### config.mk
export PLATFORM = sky130hd
export DESIGN_NAME = fp_addsub_seq_flat
export DESIGN_NICKNAME = d
export VERILOG_FILES = /design/src/rtl/fp_addsub_seq_if.sv /design/src/rtl/fp_addsub_seq.sv /design/src/flat_wrapper.sv
export SDC_FILE = /design/constraint.sdc
export NUM_CORES = 1
export LEC_CHECK = 0
export ABC_CLOCK_PERIOD_IN_PS = 4580
export CELL_PAD_IN_SITES_DETAIL_PLACEMENT = 2
export CELL_PAD_IN_SITES_GLOBAL_PLACEMENT = 2
export CORE_UTILIZATION = 30
export CTS_CLUSTER_DIAMETER = 60
export CTS_CLUSTER_SIZE = 10
export DETAILED_ROUTE_END_ITERATION = 6
export PLACE_DENSITY_LB_ADDON = 0.1
export SYNTH_ARGS = -nofsm -noshare
export SYNTH_HDL_FRONTEND = slang
export SYNTH_SLANG_ARGS = --single-unit
export TNS_END_PERCENT = 50
### constraint.sdc
create_clock -name clock -period 4.58 [get_ports clock]
set_input_delay 0.458 -clock clock [delete_from_list [all_inputs] [get_ports clock]]
set_output_delay 0.458 -clock clock [all_outputs]
set_load 0.05 [all_outputs]
### src/rtl/fp_addsub_seq_if.sv
// fp_addsub_seq_if
// Operand/result handshake bundle for the sequential FP adder/subtractor.
//   in_valid/in_ready  : operand handshake, op_a/op_b/sub qualified by in_valid
//   op_a, op_b         : packed operands {sign, exp, frac}
//   sub                : 0 = A+B, 1 = A-B
//   out_valid/out_ready: result handshake, result/flags qualified by out_valid
//   result             : packed result
//   flags              : {invalid, overflow, underflow, inexact}
// Modports: master = operand scheduler / result consumer side, slave = adder.
interface fp_addsub_seq_if #(
  parameter int EXP_W = 8,
  parameter int MAN_W = 23
);
  localparam int W = 1 + EXP_W + MAN_W;

  logic         in_valid;
  logic         in_ready;
  logic [W-1:0] op_a;
  logic [W-1:0] op_b;
  logic         sub;
  logic         out_valid;
  logic         out_ready;
  logic [W-1:0] result;
  logic [3:0]   flags;

  modport master (
    output in_valid, op_a, op_b, sub, out_ready,
    input  in_ready, out_valid, result, flags
  );

  modport slave (
    input  in_valid, op_a, op_b, sub, out_ready,
    output in_ready, out_valid, result, flags
  );
endinterface

### src/rtl/fp_addsub_seq.sv
// fp_addsub_seq
// Multi-cycle floating-point adder/subtractor. Operands are captured in
// parallel, alignment and normalisation shift one bit per cycle.
// Ports:
//   clock  : rising-edge clock
//   nreset : synchronous active-low reset
//   bus    : fp_addsub_seq_if.slave (operand and result handshakes)
// Build option: define FPADD_ROUND_NEAREST_EN for round-to-nearest-even;
// otherwise results are truncated and overflow saturates to max finite.
module fp_addsub_seq #(
  parameter int EXP_W = 8,
  parameter int MAN_W = 23
) (
  input logic            clock,
  input logic            nreset,
  fp_addsub_seq_if.slave bus
);
  localparam int W  = 1 + EXP_W + MAN_W;
  // Working mantissa: {carry, hidden, frac, guard, round, sticky}
  localparam int MW = MAN_W + 5;
  localparam logic [EXP_W-1:0] EXP_ONES = '1;
  localparam logic [EXP_W:0]   EXP_TOP  = {1'b0, EXP_ONES};
  localparam logic [EXP_W:0]   E_ONE    = (EXP_W+1)'(1);
  localparam logic [EXP_W-1:0] DIFF_MAX = EXP_W'(MAN_W + 3);
  localparam logic [EXP_W-1:0] DIFF_ONE = EXP_W'(1);

  typedef enum logic [2:0] {IDLE, CHECK, ALIGN, ADD, NORM, ROUND, DONE} state_t;
  state_t state;

  logic [W-1:0]   a_q, b_q;
  logic           sx, sy, special;
  logic [EXP_W:0] ex;
  logic [EXP_W-1:0] diff;
  logic [MW-1:0]  mx, my;
  logic [W-1:0]   result_q;
  logic [3:0]     flags_q;
  logic           out_valid_q;

  // Operand unpack, special-value screening and the swap that puts the
  // larger exponent in X. b_q already carries the effective sign of B.
  logic             a_s, b_s, a_nan, b_nan, a_inf, b_inf, a_zero, b_zero;
  logic [EXP_W-1:0] a_e, b_e, chk_diff;
  logic [MAN_W-1:0] a_f, b_f;
  logic [W-1:0]     chk_res;
  logic [3:0]       chk_flags;
  logic             chk_special, chk_sx, chk_sy;
  logic [EXP_W:0]   chk_ex;
  logic [MW-1:0]    chk_mx, chk_my;

  always_comb begin
    {a_s, a_e, a_f} = a_q;
    {b_s, b_e, b_f} = b_q;
    a_nan  = (a_e == EXP_ONES) && (a_f != '0);
    b_nan  = (b_e == EXP_ONES) && (b_f != '0);
    a_inf  = (a_e == EXP_ONES) && (a_f == '0);
    b_inf  = (b_e == EXP_ONES) && (b_f == '0);
    a_zero = (a_e == '0);
    b_zero = (b_e == '0);
    chk_special = 1'b1;
    chk_flags   = 4'b0000;
    chk_res     = '0;
    if (a_nan || b_nan || (a_inf && b_inf && (a_s != b_s))) begin
      chk_res   = {1'b0, EXP_ONES, 1'b1, {(MAN_W-1){1'b0}}};
      chk_flags = 4'b1000;
    end else if (a_inf) begin
      chk_res = a_q;
    end else if (b_inf) begin
      chk_res = b_q;
    end else if (a_zero && b_zero) begin
      chk_res = {a_s & b_s, {(W-1){1'b0}}};
    end else if (a_zero) begin
      chk_res = b_q;
    end else if (b_zero) begin
      chk_res = a_q;
    end else begin
      chk_special = 1'b0;
    end
    if (b_e > a_e) begin
      chk_sx   = b_s;
      chk_sy   = a_s;
      chk_ex   = {1'b0, b_e};
      chk_diff = b_e - a_e;
      chk_mx   = {2'b01, b_f, 3'b000};
      chk_my   = {2'b01, a_f, 3'b000};
    end else begin
      chk_sx   = a_s;
      chk_sy   = b_s;
      chk_ex   = {1'b0, a_e};
      chk_diff = a_e - b_e;
      chk_mx   = {2'b01, a_f, 3'b000};
      chk_my   = {2'b01, b_f, 3'b000};
    end
  end

  // Rounding of the normalised mantissa in mx, plus the overflow decision.
  logic             grs, rnd_inc;
  logic [MAN_W+1:0] rnd;
  logic [MAN_W-1:0] rnd_f;
  logic [EXP_W:0]   rnd_e;
  logic [W-1:0]     rnd_res;
  logic [3:0]       rnd_flags;

  always_comb begin
    grs = |mx[2:0];
`ifdef FPADD_ROUND_NEAREST_EN
    rnd_inc = mx[2] & (mx[1] | mx[0] | mx[3]);
`else
    rnd_inc = 1'b0;
`endif
    rnd = mx[MW-1:3] + {{(MAN_W+1){1'b0}}, rnd_inc};
    // A carry out of the hidden bit leaves 10.000..0, renormalise by one
    if (rnd[MAN_W+1]) begin
      rnd_f = rnd[MAN_W:1];
      rnd_e = ex + E_ONE;
    end else begin
      rnd_f = rnd[MAN_W-1:0];
      rnd_e = ex;
    end
    if (rnd_e >= EXP_TOP) begin
`ifdef FPADD_ROUND_NEAREST_EN
      rnd_res = {sx, EXP_ONES, {MAN_W{1'b0}}};
`else
      rnd_res = {sx, EXP_ONES - DIFF_ONE, {MAN_W{1'b1}}};
`endif
      rnd_flags = 4'b0101;
    end else begin
      rnd_res   = {sx, rnd_e[EXP_W-1:0], rnd_f};
      rnd_flags = {3'b000, grs};
    end
  end

  // Control FSM and datapath registers. Special results found in CHECK pass
  // through ROUND untouched so they surface two edges after the accept.
  always_ff @(posedge clock) begin
    if (!nreset) begin
      state       <= IDLE;
      out_valid_q <= 1'b0;
      result_q    <= '0;
      flags_q     <= '0;
      special     <= 1'b0;
    end else begin
      case (state)
        IDLE: begin
          if (bus.in_valid) begin
            a_q   <= bus.op_a;
            b_q   <= {bus.op_b[W-1] ^ bus.sub, bus.op_b[W-2:0]};
            state <= CHECK;
          end
        end
        CHECK: begin
          special  <= chk_special;
          result_q <= chk_res;
          flags_q  <= chk_flags;
          sx       <= chk_sx;
          sy       <= chk_sy;
          ex       <= chk_ex;
          diff     <= chk_diff;
          mx       <= chk_mx;
          my       <= chk_my;
          if (chk_special)
            state <= ROUND;
          else if (chk_diff != '0)
            state <= ALIGN;
          else
            state <= ADD;
        end
        ALIGN: begin
          // Beyond MAN_W+3 every bit of mY lands in sticky, so do it at once
          if (diff > DIFF_MAX) begin
            my    <= {{(MW-1){1'b0}}, |my};
            state <= ADD;
          end else begin
            my   <= {1'b0, my[MW-1:2], my[1] | my[0]};
            diff <= diff - DIFF_ONE;
            if (diff == DIFF_ONE)
              state <= ADD;
          end
        end
        ADD: begin
          if (sx == sy) begin
            mx    <= mx + my;
            state <= NORM;
          end else if (mx == my) begin
            result_q    <= '0;
            flags_q     <= 4'b0000;
            out_valid_q <= 1'b1;
            state       <= DONE;
          end else if (mx > my) begin
            mx    <= mx - my;
            state <= NORM;
          end else begin
            mx    <= my - mx;
            sx    <= sy;
            state <= NORM;
          end
        end
        NORM: begin
          if (mx[MW-1]) begin
            mx    <= {1'b0, mx[MW-1:2], mx[1] | mx[0]};
            ex    <= ex + E_ONE;
            state <= ROUND;
          end else if (mx[MW-2]) begin
            state <= ROUND;
          end else if (ex == E_ONE) begin
            result_q    <= {sx, {(W-1){1'b0}}};
            flags_q     <= 4'b0011;
            out_valid_q <= 1'b1;
            state       <= DONE;
          end else begin
            mx <= {mx[MW-2:0], 1'b0};
            ex <= ex - E_ONE;
          end
        end
        ROUND: begin
          if (!special) begin
            result_q <= rnd_res;
            flags_q  <= rnd_flags;
          end
          out_valid_q <= 1'b1;
          state       <= DONE;
        end
        DONE: begin
          if (bus.out_ready) begin
            out_valid_q <= 1'b0;
            state       <= IDLE;
          end
        end
        default: state <= IDLE;
      endcase
    end
  end

  // in_ready is forced low while reset is asserted, even before the first edge
  assign bus.in_ready  = nreset && (state == IDLE);
  assign bus.out_valid = out_valid_q;
  assign bus.result    = result_q;
  assign bus.flags     = flags_q;
endmodule

### src/flat_wrapper.sv
// flat-port wrapper written by rule: the top's interface ports become plain ports
module fp_addsub_seq_flat 
#(
  parameter int EXP_W = 8,
  parameter int MAN_W = 23
)
  (clock, nreset, bus_in_valid, bus_op_a, bus_op_b, bus_sub, bus_out_ready, bus_in_ready, bus_out_valid, bus_result, bus_flags);
  fp_addsub_seq_if #(.EXP_W(EXP_W), .MAN_W(MAN_W)) bus_i ();
  input logic clock;
  input logic nreset;
  input wire logic [$bits(bus_i.in_valid)-1:0] bus_in_valid;
  input wire logic [$bits(bus_i.op_a)-1:0] bus_op_a;
  input wire logic [$bits(bus_i.op_b)-1:0] bus_op_b;
  input wire logic [$bits(bus_i.sub)-1:0] bus_sub;
  input wire logic [$bits(bus_i.out_ready)-1:0] bus_out_ready;
  output wire logic [$bits(bus_i.in_ready)-1:0] bus_in_ready;
  output wire logic [$bits(bus_i.out_valid)-1:0] bus_out_valid;
  output wire logic [$bits(bus_i.result)-1:0] bus_result;
  output wire logic [$bits(bus_i.flags)-1:0] bus_flags;
  assign bus_i.in_valid = bus_in_valid;
  assign bus_i.op_a = bus_op_a;
  assign bus_i.op_b = bus_op_b;
  assign bus_i.sub = bus_sub;
  assign bus_i.out_ready = bus_out_ready;
  assign bus_in_ready = bus_i.in_ready;
  assign bus_out_valid = bus_i.out_valid;
  assign bus_result = bus_i.result;
  assign bus_flags = bus_i.flags;
  fp_addsub_seq #(.EXP_W(EXP_W), .MAN_W(MAN_W)) u_core (.clock(clock), .nreset(nreset), .bus(bus_i));
endmodule
==> results.md <==
- Crit. End Element: flip-flop
- Chip height: about 220 µm
- Compound-Gate Fraction of Synth Area: 0.248
- Vias in the first global route: around 15000
- Total gr overflow: 0
- Worst min path class: in -> reg
- DRT Wirelength: 64100 µm
- Worst path max stage delay: ~0.65 ns
- Minimum clock period: 4.40 ns
- Slew @ Worst Pin: approximately 1.1 ns
- Layout fillers: about 5300
- Antenna-violating nets left: 0
- Std cell rows: between 70 and 80
- Initial DRC count: 700
- Crit Path Category: reg -> reg
- Leakage: about 6.4 nW
- Seq cells post-synth: around 180
- Simple-Gate Fraction of Synth Area: 0.153
- WP data required: between 4 and 5 ns
- Power Density: roughly 340 nW/µm²
- Status: completed
- Number of setup violations in the final report: 0
- Post-synthesis cell type count: 86
- CP max-delay cell: a2111oi_2
- Final Core Density: 0.360
- Syn. warnings: 0
- Post-Syn Area per Cell: 8.71 µm²
- Initial Util: 0.305
- Multiplexer area fraction after synthesis: 0.0609
- Dpl hpwl: about 50000 µm
- Largest net degree at the start of global routing: 40
- Worst rel slew slack: 0.231
- CTS tree: yes
- Vias: 13600
- Share of layout cells above drive strength 1: 0.0803
- DRT Pass-1 Iters: 5
- Crit Path Max Fanout: 13
- Clock Tree Root: clkbuf_16
- Max Slew Vio Count: 0
- H-tree depth: 4
- Post-synthesis sequential area ratio: 0.348
- RSZ-0062 raised after global routing: no
- Vias per cell: ~5.8
- VDD IR max: 0.000284 V
- Post-Synthesis Cells: between 1500 and 2000
- Number of antenna violations at the first check in global routing: 1
- Total Routing Usage GR: 0.269
- Clk slew on worst S/H paths: 0.08 ns
- Clock sink count: ~180
- Highest clock rate: 227 MHz
- Main combinational cell family by area after synthesis: compound AO/OA/AOI/OAI gates
- Crit path cell chain: inv_1, ha_1, inv_1, fa_1, nand3_1, nand2_1, a2111oi_2, nor4_4, o22ai_2, buf_4, mux2i_2, a221oi_2, o22ai_2, xnor2_1, o21ai_1
- Num ports: 107
- Design Power: 5.72 mW
- Tcrit/Tclk final: 0.961
- Routability congestion estimate: around 0.88
- TritonCTS Buffers: 17
- Post-Route Skew: roughly 0.012 ns
- Layout area overhead: 17.9%
- EDFF count, synth: approximately 140
- Die area: between 40000 and 50000 µm²
- Hold Buf Count CTS: 0
- Global-route wire length before repair: roughly 96000 µm
- Post-Syn Nets: ~1800
- Hold WS: approximately 0.53 ns
- WL/cell: roughly 27 µm
- Final Hold Vio Count: 0
- TNS Setup: 0 ns
- Drt drc: 0
- Critical Path Source Type: flip-flop
- Setup Buffers After CTS: 0
- Asr flop ratio synth: 0
- Clk Latency, worst-skew pair: approximately 0.47 ns
- Post-Synth XOR/XNOR Area: 0.0301
- Critical Path AT: around 4.6 ns
- IO buf count: 106
- Synth Area in Adders: 0.0990
- Fin nets: roughly 1900
- DIE WIDTH: between 200 and 250 µm
- Buf/Inv on CP: 3
- Crit-path leading delay family: compound AO/OA/AOI/OAI gates
- Post-cts sizing count: 0
- Clock Tree Buf Depth: 2
- Placeable Area: around 47000 µm²
- Primary FF master, synth: edfxtp_1
- Max cap viols: 0
- Post-Synthesis Cell Area: 14300 µm²
==> final cells by class <==
| class | count | area [µm²] | share of cell area |
|---|---|---|---|
| Clock buffer | 17 | 425 | 0.0253 |
| Antenna cell | 1 | 2.50 | 0.000149 |
| Clock inverter | 15 | 168 | 0.00996 |
| Sequential cell | 179 | 4960 | 0.295 |
| Multi-Input combinational cell | 1245 | 8520 | 0.506 |
| Timing Repair Buffer | 171 | 1560 | 0.0924 |
| Inverter | 117 | 439 | 0.0261 |
| Tap cell | 607 | 759 | 0.0451 |
==> placed cells by master (no fill, tap or decap), types with 11 or more instances in the layout <==
| cell type | count |
|---|---|
| a211oi_1 | 13 |
| a21o_1 | 16 |
| a21oi_1 | 121 |
| a22oi_1 | 45 |
| a31oi_1 | 24 |
| buf_4 | 64 |
| clkbuf_16 | 17 |
| clkdlybuf4s50_1 | 105 |
| dfxtp_1 | 41 |
| edfxtp_1 | 138 |
| ha_1 | 105 |
| inv_1 | 113 |
| mux2i_1 | 81 |
| nand2_1 | 172 |
| nand2b_1 | 14 |
| nand3_1 | 27 |
| nand4_1 | 21 |
| nor2_1 | 111 |
| nor2b_1 | 22 |
| nor3_1 | 22 |
| nor4_1 | 24 |
| o211ai_1 | 15 |
| o21a_1 | 29 |
| o21ai_0 | 98 |
| o21ai_1 | 33 |
| o221ai_1 | 37 |
| o31ai_1 | 11 |
| xnor2_1 | 30 |
| xor2_1 | 17 |
==> per-layer routing <==
metal / up-vias / GRT usage / wire [µm]
li1: 6213 / - / -
met1: 6995 / 0.365 / 29700
met2: 282 / 0.455 / 31100
met3: 71 / 0.0221 / 1980
met4: 0 / 0.0789 / 1300
met5: - / 0 / 0
==> flip-flops by register name, indices dropped and copies added, names as in the netlist <==
name and count:
u_core.bus.out_valid 1, u_core.b_q 32, u_core.bus.flags 4, u_core.mx 28, u_core.sy 1, u_core.diff 8
u_core.my 27, u_core.a_q 32, u_core.ex 9, u_core.bus.result 32, u_core.sx 1, u_core.state 3
u_core.special 1
==> per-stage QoR <==
| step | instances | setup slack [ns] | cell area, µm² |
|---|---|---|---|
| 5_1_grt | 2352 | 0.0763 | 16800 |
| 2_1_floorplan | 1639 | 0.222 | 14300 |
| 3_5_place_dp | 2319 | 0.296 | 16200 |
| 6_report | 2352 | 0.178 | 16800 |
| 4_1_cts | 2351 | 0.259 | 16800 |
| 3_3_place_gp | 2319 | 0.396 | 16200 |
==> kinds of logic (layout without fill, tap and decap cells) <==
group / after synthesis / count (layout)
compound gates: 536 / 536
xor+xnor: 49 / 49
fa+ha+maj: 110 / 110
buf+inv: 215 / 320
flops: 179 / 179
mux: 86 / 86
other cells: 0 / 1
simple gates: 464 / 464
==> cell usage after synthesis (34+ instances only) <==
cell	number	area share
o21ai_0	98	0.034
o21ai_1	34	0.012
clkbuf_1	72	0.019
a21oi_1	121	0.042
o221ai_1	37	0.023
a22oi_1	45	0.024
edfxtp_1	138	0.29
inv_1	113	0.030
nand2_1	173	0.045
nor2_1	111	0.029
mux2i_1	81	0.057
dfxtp_1	41	0.057
ha_1	105	0.092
==> final timing paths <==
path | from | end | slack (ns) | depth (start not counted)
worst min-delay path | nreset | u_core.bus.result[22] | 0.53 | 2
worst max-delay path | u_core.mx[0] | u_core.mx[26] | 0.18 | 15
worst min register to register | u_core.special | u_core.special | 0.54 | 1
worst max register to register | u_core.mx[0] | u_core.mx[26] | 0.18 | 15
==> worst reg2reg max path: cells and delay by family, from the launching register on <==
family	cells	cell delay, ns
compound gates	5	1.81
fa+ha+maj	2	0.58
buf+inv	3	0.50
flops	1	0.47
simple gates	3	0.35
xor+xnor	1	0.29
mux	1	0.14
==> power breakdown <==
part           switching, mW  total (mW)  internal, mW  leakage [nW]
Sequential             0.188        2.11          1.92          1.60
Clock                  0.786        1.56         0.778         0.293
Combinational           1.33        2.05         0.723          4.50
Note: power is estimated with default switching activity, not from simulation.
==> RTL change (same flow settings) <==
`MAN_W` is set to 23 in 3 places; all go to 27.
--- a/src/rtl/fp_addsub_seq_if.sv
+++ b/src/rtl/fp_addsub_seq_if.sv
@@ -10,5 +10,5 @@
 interface fp_addsub_seq_if #(
   parameter int EXP_W = 8,
-  parameter int MAN_W = 23
+  parameter int MAN_W = 27
 );
   localparam int W = 1 + EXP_W + MAN_W;
--- a/src/rtl/fp_addsub_seq.sv
+++ b/src/rtl/fp_addsub_seq.sv
@@ -10,5 +10,5 @@
 module fp_addsub_seq #(
   parameter int EXP_W = 8,
-  parameter int MAN_W = 23
+  parameter int MAN_W = 27
 ) (
   input logic            clock,
--- a/src/flat_wrapper.sv
+++ b/src/flat_wrapper.sv
@@ -3,5 +3,5 @@
 #(
   parameter int EXP_W = 8,
-  parameter int MAN_W = 23
+  parameter int MAN_W = 27
 )
   (clock, nreset, bus_in_valid, bus_op_a, bus_op_b, bus_sub, bus_out_ready, bus_in_ready, bus_out_valid, bus_result, bus_flags);
Interface: changed (resized bus_op_a, bus_op_b and bus_result); port bits go from 107 to 119. No check against the original RTL was run, so the function may have changed too.
==> RTL change against the original RTL <==
Global-route usage is 0.27 points lower; die area up 12%; cell area up 12%; area after synthesis rose by 12%; worst setup slack improved by 0.17 ns; critical endpoint is now u_core.mx[13]; wire length grew 11%; sequential cell count up 20.
Power is not compared: it rests on default switching activity, and its combinational part moved more than twofold at a synthesized area within 25%.
==> RTL change: results (changes against the original RTL) <==
STA
  • Fmax: 236 MHz (+3.9%)
  • Slew margin rel.: 19.7% (-3.4 points)
  • Min Hold Slack: 0.481 ns (-0.0518 ns)
  • Clk_skew: 0.0172 ns (+0.00539 ns)

Clock network
  • Skew-Pair Late Insertion Delay: 0.52 ns (+0.05 ns)
  • # H-tree levels: 4 (unchanged)
  • Deepest clock path buffer count: 2 (unchanged)

GRT
  • GRT Overall Usage: 26.6% (-0.27 points)
  • First-pass GRT wire length: 107 mm (+11%)
  • Largest net degree at the start of global routing: 73 (+83%)
  • Initial antenna violation count: 3 (+2)
  • Vias in the first global route: 15,965 (+8.8%)

Critical path
  • Worst r2r path cells: 13 (-2)
  • Largest stage delay on the critical path: 0.56 ns (-0.09 ns)
  • Worst EP arrival: 4.46 ns (-0.15 ns)
  • Crit path max fanout: 25 (+12)
  • R2R Setup Slk: 0.34 ns (+0.17 ns)
  • Reg2reg start: u_core.my[13]
  • Critical path destination: u_core.mx[13]
  • CP max-delay cell: a311o_4

Placed design
  • Dpl cells: 2,628 (+13%)
  • Number of port buffers: 118 (+11%)
  • Placed Instance Area: 18,300 um2 (+12%)
  • GPL Wtd Cong: 0.920 (+4.2%)
  • Pre-CTS WS: 0.380 ns (+0.0840 ns)
  • Hpwl dp: 55.4 mm (+10%)

Cells and area
  • Non-clock buffers: 193 (+13%)
  • Clock buf/inv share: 2.97% (-0.56 points)
  • Layout cells sized above 1: 7.40% (-0.62 points)
  • Count of flip-flops and latches: 199 (+11%)
  • Count of multi-input gates: 1,428 (+15%)
  • # clk buffers: 18 (+1)
  • Non-clk buf share: 9.45% (+0.21 points)
  • Inverter count: 120 (+2.6%)
  • Nets: 2,158 (+13%)
  • # fillers: 5,973 (+13%)
  • Fraction of area in multi-input gates: 51.2% (+0.62 points)
  • # diodes: 2 (+1)
  • Storage cell area: 5530 um2 (+11%)

Drt
  • Vias/cell: 5.77 (+0.11%)
  • Per-cell routed wire length: 26.8 um (-1.6%)
  • Initial DRC count: 1,055 (+51%)
  • Via Count: 15,366 (+13%)

Hold path
  • Hold Path Depth: 2 (unchanged)
  • Hold Crit Start: u_core.bus.flags[0]
  • Hold Crit Class: register to register
  • Hold path endpoint: u_core.bus.flags[0]

Yosys
  • Synth top cells by count: o21ai_0 (178), nand2_1 (167), edfxtp_1 (154)
  • Post-Synth Adder-Cell Area: 9.76% (-0.14 points)
  • Complex-gate fraction of the synthesized area: 25.5% (+0.65 points)
  • Post-Syn Instances: 1,865 (+14%)
  • Register area share after synthesis: 34.5% (-0.30 points)
  • Net Count, Synth: 2,064 (+14%)
  • Synth Area in XOR/XNOR: 2.95% (-0.055 points)
  • EDFF count, synth: 154 (+12%)
  • Top cells by area, synth: edfxtp_1 (29%), ha_1 (9.1%), dfxtp_1 (5.6%)
  • Distinct cell type count after synthesis: 80 (-7.0%)

Run status
  • Run status: finished clean

Die
  • Die width: 233 um (+5.9%)

Pwr
  • Leak Pwr: 7.24 nW
==> RTL change: changes by cell type after synthesis, sizes merged, moves of 16 or more <==
| cell | unedited run | this run |
|---|---|---|
| a21boi | 7 | 30 |
| clkbuf | 72 | 88 |
| o21a | 29 | 9 |
| nor3 | 25 | 43 |
| nand3 | 27 | 56 |
| edfxtp | 138 | 154 |
| and2 | 7 | 30 |
| a211oi | 13 | 30 |
| o21ai | 132 | 180 |
==> RTL change: where the power goes <==
group          switching, mW  internal (mW)
sequential             0.402           2.41
combinational           3.77           1.97
clock                  0.859          0.721
==> RTL change: per-layer routing <==
metal  share of wire (%)  global-route usage [%]  vias to the layer above  wire, um
li1                    -                       -                     7074         -
met1                  52                    40.9                     7897     37100
met2                  42                    38.5                      351     30200
met3                 4.4                    4.17                       44      3150
met4                 1.3                    5.56                        0       937
met5                   0                       0                        -         0
==> RTL change: worst min-delay path: cells and delay by family (launching register included) <==
kind	cells	cell delay (ns)
AOI/OAI and AO/OA	1	0.07
and+or+nand+nor	1	0.05
DFF	1	0.32
